--- src/rtl/pe_result_collector.sv ---
// Result sink for the last PE: reservation-based ready, FWFT buffer, job counting.
// Optional sticky Overflow flag is built when COLLECTOR_OVERFLOW_CHECK_EN is defined.
module pe_result_collector #(
    parameter int DataWidth       = 32,
    parameter int Pipeline_Stages = 12,
    parameter int BufferWidth     = 4,
    parameter int BufferSize      = 16,
    parameter int CountWidth      = 16
) (
    input  logic                  clk,
    input  logic                  rst,
    input  logic [DataWidth-1:0]  O_DataIn,
    input  logic                  O_DataInValid,
    output logic                  O_DataInRdy,
    output logic [DataWidth-1:0]  Out_Data,
    output logic                  Out_Valid,
    input  logic                  Out_Rdy,
    input  logic [CountWidth-1:0] Expected,
    input  logic                  Start,
    output logic                  Busy,
    output logic                  Done,
    output logic                  Overflow,
    output logic [1:0]            dbg_state_o
);

    typedef enum logic [1:0] {
        IDLE    = 2'd0,
        COLLECT = 2'd1,
        DRAIN   = 2'd2,
        DONE    = 2'd3
    } state_e;

    localparam int InflightWidth = $clog2(Pipeline_Stages + 1);

    state_e                     state_q, state_d;
    logic [BufferWidth:0]       occ_q, occ_d;
    logic [InflightWidth-1:0]   inflight_q, inflight_d;
    logic [Pipeline_Stages-1:0] res_q, res_d;
    logic [CountWidth-1:0]      received_q, received_d;
    logic [CountWidth-1:0]      expected_q, expected_d;
    logic [BufferWidth-1:0]     wr_ptr_q, wr_ptr_d;
    logic [BufferWidth-1:0]     rd_ptr_q, rd_ptr_d;
    logic [DataWidth-1:0]       mem_q [BufferSize];

    logic start_ok, push, pop, full, accept_state, ready;

    // Ready depends only on registered state so the last PE sees no input-to-output path.
    always_comb begin
        ready        = (state_q == COLLECT) && (received_q < expected_q) &&
                       ((32'(occ_q) + 32'(inflight_q)) < 32'(BufferSize));
        start_ok     = (state_q == IDLE) && Start;
        pop          = (occ_q != '0) && Out_Rdy;
        full         = (occ_q == (BufferWidth+1)'(BufferSize));
        accept_state = (state_q == COLLECT) || (state_q == DRAIN);
        push         = O_DataInValid && accept_state && (!full || pop);
    end

    always_comb begin
        occ_d      = occ_q;
        wr_ptr_d   = wr_ptr_q;
        rd_ptr_d   = rd_ptr_q;
        received_d = received_q;
        expected_d = expected_q;
        inflight_d = inflight_q;
        res_d      = {res_q[Pipeline_Stages-2:0], ready};

        if (push && !pop) occ_d = occ_q + (BufferWidth+1)'(1);
        else if (pop && !push) occ_d = occ_q - (BufferWidth+1)'(1);
        if (push) wr_ptr_d = wr_ptr_q + BufferWidth'(1);
        if (pop) rd_ptr_d = rd_ptr_q + BufferWidth'(1);

        if (start_ok) begin
            received_d = '0;
            expected_d = Expected;
        end else if (push) begin
            received_d = received_q + CountWidth'(1);
        end

        // A grant retires Pipeline_Stages cycles after it was issued.
        case ({ready, res_q[Pipeline_Stages-1]})
            2'b10:   inflight_d = inflight_q + InflightWidth'(1);
            2'b01:   inflight_d = inflight_q - InflightWidth'(1);
            default: inflight_d = inflight_q;
        endcase
    end

    always_comb begin
        state_d = state_q;
        case (state_q)
            IDLE:    if (Start) state_d = (Expected != '0) ? COLLECT : DONE;
            COLLECT: if (received_q >= expected_q) state_d = DRAIN;
            DRAIN:   if ((inflight_q == '0) && (occ_q == '0)) state_d = DONE;
            DONE:    state_d = IDLE;
            default: state_d = IDLE;
        endcase
    end

    always_ff @(posedge clk) begin
        if (!rst) begin
            state_q    <= IDLE;
            occ_q      <= '0;
            inflight_q <= '0;
            res_q      <= '0;
            received_q <= '0;
            expected_q <= '0;
            wr_ptr_q   <= '0;
            rd_ptr_q   <= '0;
        end else begin
            state_q    <= state_d;
            occ_q      <= occ_d;
            inflight_q <= inflight_d;
            res_q      <= res_d;
            received_q <= received_d;
            expected_q <= expected_d;
            wr_ptr_q   <= wr_ptr_d;
            rd_ptr_q   <= rd_ptr_d;
        end
    end

    always_ff @(posedge clk) begin
        if (push) mem_q[wr_ptr_q] <= O_DataIn;
    end

`ifdef COLLECTOR_OVERFLOW_CHECK_EN
    logic overflow_q;
    logic illegal;

    assign illegal = O_DataInValid && !push;

    always_ff @(posedge clk) begin
        if (!rst) overflow_q <= 1'b0;
        else if (start_ok) overflow_q <= 1'b0;
        else if (illegal) overflow_q <= 1'b1;
    end

    assign Overflow = overflow_q;
`else
    assign Overflow = 1'b0;
`endif

    assign O_DataInRdy = ready;
    assign Out_Valid   = (occ_q != '0);
    assign Out_Data    = Out_Valid ? mem_q[rd_ptr_q] : '0;
    assign Busy        = (state_q == COLLECT) || (state_q == DRAIN);
    assign Done        = (state_q == DONE);
    assign dbg_state_o = state_q;

endmodule

--- config.mk ---
export PLATFORM = sky130hd
export DESIGN_NAME = pe_result_collector
export DESIGN_NICKNAME = d
export VERILOG_FILES = /design/src/rtl/pe_result_collector.sv
export SDC_FILE = /design/constraint.sdc
export NUM_CORES = 1
export LEC_CHECK = 0
export ABC_AREA = 0
export CORE_AREA = 2 2 237 169
export DETAILED_ROUTE_END_ITERATION = 8
export DIE_AREA = 0 0 239 171
export PLACE_DENSITY = 0.78
export SETUP_SLACK_MARGIN = 0.1
export SYNTH_ARGS = -nofsm -noshare
export SYNTH_HDL_FRONTEND = slang
export SYNTH_SLANG_ARGS = --single-unit
--- constraint.sdc ---
create_clock -name clk -period 3.4 [get_ports clk]
set_input_delay 0.34 -clock clk [delete_from_list [all_inputs] [get_ports clk]]
set_output_delay 0.34 -clock clk [all_outputs]
set_load 0.005 [all_outputs]
==> results of run 1 <==
==> kinds of logic (layout without fill, tap and decap cells) <==
| logic type | count (synthesis) | count (layout) | share of synthesized area [%] |
|---|---|---|---|
| adders and majority gates | 39 | 39 | 2.202 |
| muxes | 164 | 164 | 15.95 |
| DFF | 579 | 579 | 73.17 |
| other | 1 | 3 | 0.01641 |
| xor gates and xnor gates | 27 | 27 | 1.035 |
| and+or+nand+nor | 200 | 200 | 4.485 |
| buffers and inverters | 81 | 295 | 1.610 |
| AOI/OAI and AO/OA | 56 | 56 | 1.539 |
==> worst paths after layout <==
check / depth (start not counted) / slack, ns / endpoint / startpoint
worst max-delay path: 15 / 0.04 / inflight_q[3] / expected_q[10]
worst min-delay path: 3 / 0.33 / expected_q[12] / Expected[12]
worst max register to register: 15 / 0.04 / inflight_q[3] / expected_q[10]
worst min register to register: 1 / 0.43 / res_q[10] / res_q[9]
==> sequential cells by signal, summed over array words and instances, names as in the netlist, named ones only <==
register	count
mem_q	512
res_q	12
expected_q	16
received_q	16
wr_ptr_q	4
dbg_state_o	2
inflight_q	4
rd_ptr_q	4
occ_q	5
==> cell usage after synthesis (all sizes together) (2+ instances only) <==
cell type	instances	area (sq um)
nand3	11	55.05
nor3	5	25.02
nand2	50	187.7
a21oi	30	150.1
mux2i	4	40.04
a21o	5	37.54
or2	2	12.51
o21a	4	30.03
o21ai	7	35.03
nor2	41	153.9
and4	6	52.55
dfxtp	67	1341
and2	53	331.6
a221oi	2	23.77
xor2	17	148.9
clkbuf	26	97.59
mux4	160	3603
or3	3	18.77
nor2b	4	25.02
and3	4	25.02
nand2b	3	18.77
nor4	7	43.79
buf	26	161.4
or4	3	22.52
nand4	7	43.79
edfxtp	512	15370
a2111oi	2	25.02
ha	37	462.9
xnor2	10	87.58
fa	2	40.04
inv	28	105.1
==> metrics by stage <==
stage               area [sq um]   TNS, ns  hold WS [ns]  utilization, %
floorplan                  22850         0        0.4118               -
global placement           24730         0        0.4143           63.53
detailed placement         24730   -0.1031        0.4204           63.53
CTS                        26660         0        0.3161           68.49
global route               26900  -0.04761        0.3507           69.10
finish                     26900         0        0.3321           69.11
==> power groups by stage <==
stage               logic, mW  clock network (mW)  registers (mW)
detailed placement       4.38                   0            8.36
CTS                      4.78                5.72            8.21
finish                   5.01                5.65            8.20
global placement         4.31                   0            8.34
floorplan                2.91                   0            8.27
global route             5.35                5.98            8.22
==> repair_timing <==
action / in CTS / in global routing
pin swaps: 2 / 3
cloned: 6 / 0
buffers inserted: 6 / 18
resized for setup: 52 / 26
setup endpoints to repair: 35 / 7
==> worst register-to-register path: stages, from the launching register on <==
cell,delay (ns)
dfxtp_1,0.34
inv_1,0.08
ha_4,0.23
a21oi_2,0.18
o221ai_2,0.13
a221oi_2,0.30
buf_4,0.18
nand2_1,0.07
or4_4,0.43
ha_2,0.21
ha_1,0.27
a21o_1,0.20
a21oi_2,0.14
xnor2_1,0.08
or3_1,0.32
a21oi_2,0.13
==> layout make-up <==
class	instances	area share [%]
flip-flops and latches	579	62.19
multi-input cells	487	21.92
repair buffers	172	7.098
clock buffers	65	5.093
well taps	504	2.344
clock inverters	29	0.9302
inverters	29	0.4046
diodes	2	0.01860
==> metal layers <==
layer | vias up | wire (microns) | GRT usage (%)
li1 | 4967 | - | -
met1 | 6025 | 20440 | 35.11
met2 | 513 | 26150 | 43.35
met3 | 87 | 3874 | 5.098
met4 | 0 | 1184 | 7.609
met5 | - | 0 | 0
==> placed cells by master, fill, tap and decap left out, types with 16 or more instances in the layout <==
master           count
buf_4               53
mux4_2             160
dlygate4sd2_1       18
clkdlybuf4s50_1     60
ha_1                33
dfxtp_1             60
a21oi_1             27
nor2_1              40
nand2_1             50
xor2_1              17
and2_1              35
buf_12              16
inv_1               27
clkbuf_16           52
edfxtp_1           512
==> results.tsv, run 1 <==
stage	metric	value	unit
status	status	finished, final reports clean	
detailed_routing	Iter 0 DRT Violations	1304	
floorplanning	Initial Utilization	58.69	%
critical_path	CP Data Required Time	3.92	ns
logic_synthesis	synth unique cells	47	
sta	Final Cycle Share	98.83	%
clock_network	Hold Buf Count CTS	0	
sta	f_max	297.6	MHz
sta	worst slew pin tran	0.7389	ns
logic_synthesis	Synthesized Nets	1239	
sta	Setup Skew	0.02376	ns
sta	setup violators final	0	
floorplanning	core footprint	0.03892	sq mm
detailed_routing	Avg Vias per Cell	6.209	
pwr	P per Cell Area	701.1	mW/mm^2
floorplanning	Die Width	239	microns
critical_path	Crit Path Max Fanout	2	
placement	port bufs	90	
detailed_routing	DR pass1 iterations	7	
finish	area of the multi-input gates	0.005897	sq mm
global_routing	first-pass GRT wire length	76220	microns
finish	register area	0.01673	sq mm
sta	fin crit period	3.360	ns
critical_path	WP data arrival	3.88	ns
pwr	VDD IR max	0.0005929	V
global_routing	vias in the first global route	11970	
sta	unrepaired setup endpoints after global routing	true	
critical_path	slowest CP cell	or4_4	
logic_synthesis	#FFs+latches synth	579	
clock_network	clock sinks	579	
floorplanning	DIE AREA	0.04087	sq mm
critical_path	delay of the slowest critical-path stage	0.43	ns
clock_network	htree depth	2	
finish	Area Growth Syn to Fin	17.74	%
floorplanning	Die Y	171	microns
finish	nets	1413	
placement	gp weighted congestion	0.7746	
critical_path	crit path launch type	register	
clock_network	Worst-path clk slew	0.07	ns
pwr	Switching Share	26.15	%
logic_synthesis	Cells after Synth	1147	
pwr	Internal Power	13.93	mW
clock_network	CTS tree	built	
logic_synthesis	asr flop ratio synth	0	%
pwr	Seq pwr share	43.5	%
clock_network	clk root buf	clkbuf_16	
finish	share of cells above drive strength 1	27.11	%
pwr	Switch Pwr	4.932	mW
detailed_routing	DRC	0	
clock_network	worst skew pair latency	0.60	ns
sta	Rel. slew slack	50.29	%
critical_path	number of buffers and inverters on the critical path	2	
placement	DP Worst Slack	-0.1031	ns
pwr	Comb power frac	26.6	%
sta	final hold vios	0	
logic_synthesis	ys flop type	edfxtp_1	
global_routing	GRT Util Overall	25.90	%
run	max-cap violation count	0	
sta	worst setup margin	0.03982	ns
global_routing	antenna violations before repair	1	
logic_synthesis	Post-synth EDFFs	512	
pwr	Design Power	18.86	mW
finish	post-route insts no fill	1867	
floorplanning	IO Count	92	
pwr	clock share of power	30.0	%
clock_network	clock buffer count from CTS	52	
critical_path	CP delay by family, top	compound AO/OA/AOI/OAI gates	
min_path	hold crit path type	in -> reg	
critical_path	most used cell along the critical path	a21oi_2	
critical_path	Setup crit end kind	register	
logic_synthesis	Ys Warns	0	
logic_synthesis	post-synthesis sequential area ratio	73.17	%
global_routing	Remaining Overflow, GRT	0	
pwr	Static Leakage	8.792	nW
detailed_routing	WL final	51650	microns
clock_network	CTS Buffer Depth	3	
placement	DP HPWL	26770	microns
sta	Max Slew Vio Count	0	
floorplanning	Rows	61	
critical_path	CP Class	reg -> reg	
logic_synthesis	Syn Area/Cell	19.92	sq um
global_routing	largest net degree at the start of global routing	36	
logic_synthesis	Cell Area, Synth	0.02285	sq mm
detailed_routing	vias post-DR	11590	
critical_path	crit path cell chain	inv_1 -> ha_4 -> a21oi_2 -> o221ai_2 -> a221oi_2 -> buf_4 -> nand2_1 -> or4_4 -> ha_2 -> ha_1 -> a21o_1 -> a21oi_2 -> xnor2_1 -> or3_1 -> a21oi_2	
detailed_routing	remaining antenna violation count	0	
detailed_routing	DR WL/cell	27.66	microns
finish	fill cell count	2390	
placement	Post-Place Cells	1741	
No activity file was read; power rests on OpenSTA's default activity.
==> run 2: changes to the inputs <==
CORE_AREA = 2 2 328 233   (was 2 2 237 169)
DIE_AREA = 0 0 330 235   (was 0 0 239 171)
PLACE_DENSITY = not set   (was 0.78)
SKIP_LAST_GASP = 1   (was not set)
clock period = 3.42 ns   (was 3.4 ns; I/O delays follow)
==> run 2 against run 1 <==
Net effect: the flow now finishes with violations (design-rule violations); routed wire length grew 4.8%; register-to-register slack gained 0.12 ns; total power grew 4.9%; critical endpoint is now Out_Data[12]; highest routed layer is now met5.
==> results.tsv, run 2 (same netlist as run 1, synthesis figures left out) <==
stage	metric	value	unit	change
placement	port bufs	90		unchanged
min_path	hold crit path type	in -> reg		
detailed_routing	Iter 0 DRT Violations	1143		-12%
finish	Area Growth Syn to Fin	23.56	%	
clock_network	Worst-path clk slew	0.06	ns	about the same
critical_path	CP Class	reg -> out		
pwr	P per Cell Area	700.6	mW/mm^2	about the same
sta	setup violators final	0		unchanged
sta	unrepaired setup endpoints after global routing	true		
status	violated checks	design-rule violations		
critical_path	Critical R2R Capture	inflight_q[3]		
finish	biggest regs	mem_q: 512 flops, expected_q: 16 flops, received_q: 16 flops		
global_routing	antenna violations before repair	2		+1
clock_network	CTS Buffer Depth	3		unchanged
floorplanning	Rows	84		+38%
sta	f_max	302.0	MHz	
placement	DP HPWL	27970	microns	+4.5%
sta	WHS	0.3213	ns	-0.01079 ns
clock_network	clock buffer count from CTS	56		+7.7%
min_path	hold path cells	3		unchanged
placement	Placed Area	0.02538	sq mm	+2.6%
run	max-cap violation count	0		unchanged
clock_network	worst skew pair latency	0.64	ns	+0.04 ns
sta	fin crit period	3.312	ns	
global_routing	Remaining Overflow, GRT	0		unchanged
min_path	Worst Hold End	expected_q[15]		
detailed_routing	DR pass1 iterations	7		unchanged
finish	most frequent cells in the layout	edfxtp_1 (512), mux4_2 (160), dfxtp_1 (63), clkbuf_16 (60), clkdlybuf4s50_1 (58)		
pwr	VDD IR max	0.0004041	V	-32%
sta	Final Cycle Share	96.83	%	
detailed_routing	remaining antenna violation count	0		unchanged
finish	nets	1445		+2.3%
finish	Design Area, Final	0.02823	sq mm	+4.9%
clock_network	clk root buf	clkbuf_16		
min_path	Hold Path Origin	Expected[15]		
critical_path	WP data arrival	2.97	ns	-0.91 ns
global_routing	largest net degree at the start of global routing	77		+110%
finish	most common cell after layout, fill and taps aside	edfxtp_1		
finish	most flop-heavy register	mem_q		
critical_path	Critical R2R Launch	expected_q[1]		
global_routing	vias in the first global route	11750		-1.8%
status	status	finished with violations		
sta	final hold vios	0		unchanged
clock_network	CTS tree	built		
floorplanning	IO Count	92		unchanged
detailed_routing	DRC	8		+8
pwr	Static Leakage	9.281	nW	+5.6%
finish	share of cells above drive strength 1	28.30	%	+1.2 points
placement	gp weighted congestion	0.7440		-4.0%
critical_path	R2R Setup Slk	0.16	ns	+0.12 ns
floorplanning	core footprint	0.07441	sq mm	+91%
critical_path	Crit Path Max Fanout	6		+4
sta	Setup Skew	0.02929	ns	+0.005526 ns
detailed_routing	Avg Vias per Cell	4.842		-22%
detailed_routing	WL final	54100	microns	+4.8%
critical_path	worst-case reg-to-reg path depth	14		-1
pwr	Design Power	19.78	mW	+4.9%
finish	max FFs per register	512		unchanged
floorplanning	Initial Utilization	30.70	%	-28 points
floorplanning	Die Width	330	microns	+38%
clock_network	clock sinks	579		unchanged
sta	Rel. slew slack	41.87	%	-8.4 points
sta	worst slew pin tran	0.8702	ns	+0.1313 ns
sta	Max Slew Vio Count	0		unchanged
global_routing	first-pass GRT wire length	78870	microns	+3.5%
critical_path	crit path launch type	register		
detailed_routing	DR WL/cell	22.67	microns	-18%
floorplanning	Die Y	235	microns	+37%
detailed_routing	vias post-DR	11560		-0.28%
critical_path	Setup crit end kind	output pin		
global_routing	GRT Util Overall	13.83	%	-12 points
critical_path	CP Data Required Time	3.08	ns	-0.84 ns
clock_network	htree depth	2		unchanged
floorplanning	DIE AREA	0.07755	sq mm	+90%
run 2: worst max-delay path, stage by stage, from the launching register on:
cell and delay, ns:
dfxtp_4 0.39, buf_4 0.13, buf_8 0.13, buf_16 0.13, buf_12 0.12, buf_4 0.13, mux4_2 0.48, mux4_2 0.50
and2_1 0.18, dlymetal6s2s_1 0.14
run 2: report_power, final:
part	switching [mW]	internal [mW]	leakage, nW
Clock	2.68	3.33	0.848
Sequential	0.149	7.98	5.15
Combinational	2.36	3.28	3.28
Total	5.19	14.6	9.28
run 2: worst max-delay path by stage:
stage                   start             to  slack, ns  cells past startpoint
3_5_place_dp   expected_q[10]  inflight_q[3]      -0.05                     15
4_1_cts              register   Out_Data[13]      -0.07                      6
5_1_grt        expected_q[11]  inflight_q[3]      -0.07                     15
2_1_floorplan   expected_q[1]  inflight_q[3]       0.29                     14
3_3_place_gp   expected_q[10]  inflight_q[3]      -0.03                     15
6_report             register   Out_Data[12]       0.11                      9
run 2: area by class of cell:
type | instances | area, sq um
diodes | 2 | 5.005
clock buffers | 68 | 1446
clock inverters | 33 | 315.3
fillers | 6736 | 46180
inverters | 29 | 108.9
multi-input cells | 487 | 5863
flip-flops and latches | 579 | 16730
well taps | 989 | 1237
repair buffers | 200 | 2527
run 2: repair_timing:
item / CTS / global route
resized for setup: 32 / 48
setup buffers: 18 / 38
hold buffers: 0 / 0
setup endpoints to repair: 34 / 30
cloned: 10 / 4
pin swaps: 2 / 4
run 2: per-stage QoR:
step	setup slack, ns	util [%]	std cells	setup TNS, ns
after floorplan	0.2937	-	1147	0
after global routing	-0.06559	37.93	2386	-0.06559
after global placement	-0.03199	34.11	2214	-0.03199
after CTS	-0.06817	37.16	2343	-0.9275
after detailed placement	-0.05215	34.11	2214	-0.05215
final	0.1084	37.94	2387	0
run 2: metal layers:
metal | part of all wire, % | wire (microns) | vias up | global-route usage (%)
met4 | 1.8 | 979 | 2 | 3.620
met1 | 45 | 24430 | 6150 | 19.92
met2 | 47 | 25430 | 305 | 21.59
met5 | 0.030 | 16 | - | 0
li1 | - | - | 5033 | -
met3 | 6.0 | 3247 | 69 | 2.474
==> run 3: changes to the inputs <==
CTS_CLUSTER_SIZE = 25   (was not set)
==> results of run 3 <==
No change in the layout: final DEF, timing and power equal those of run 2.
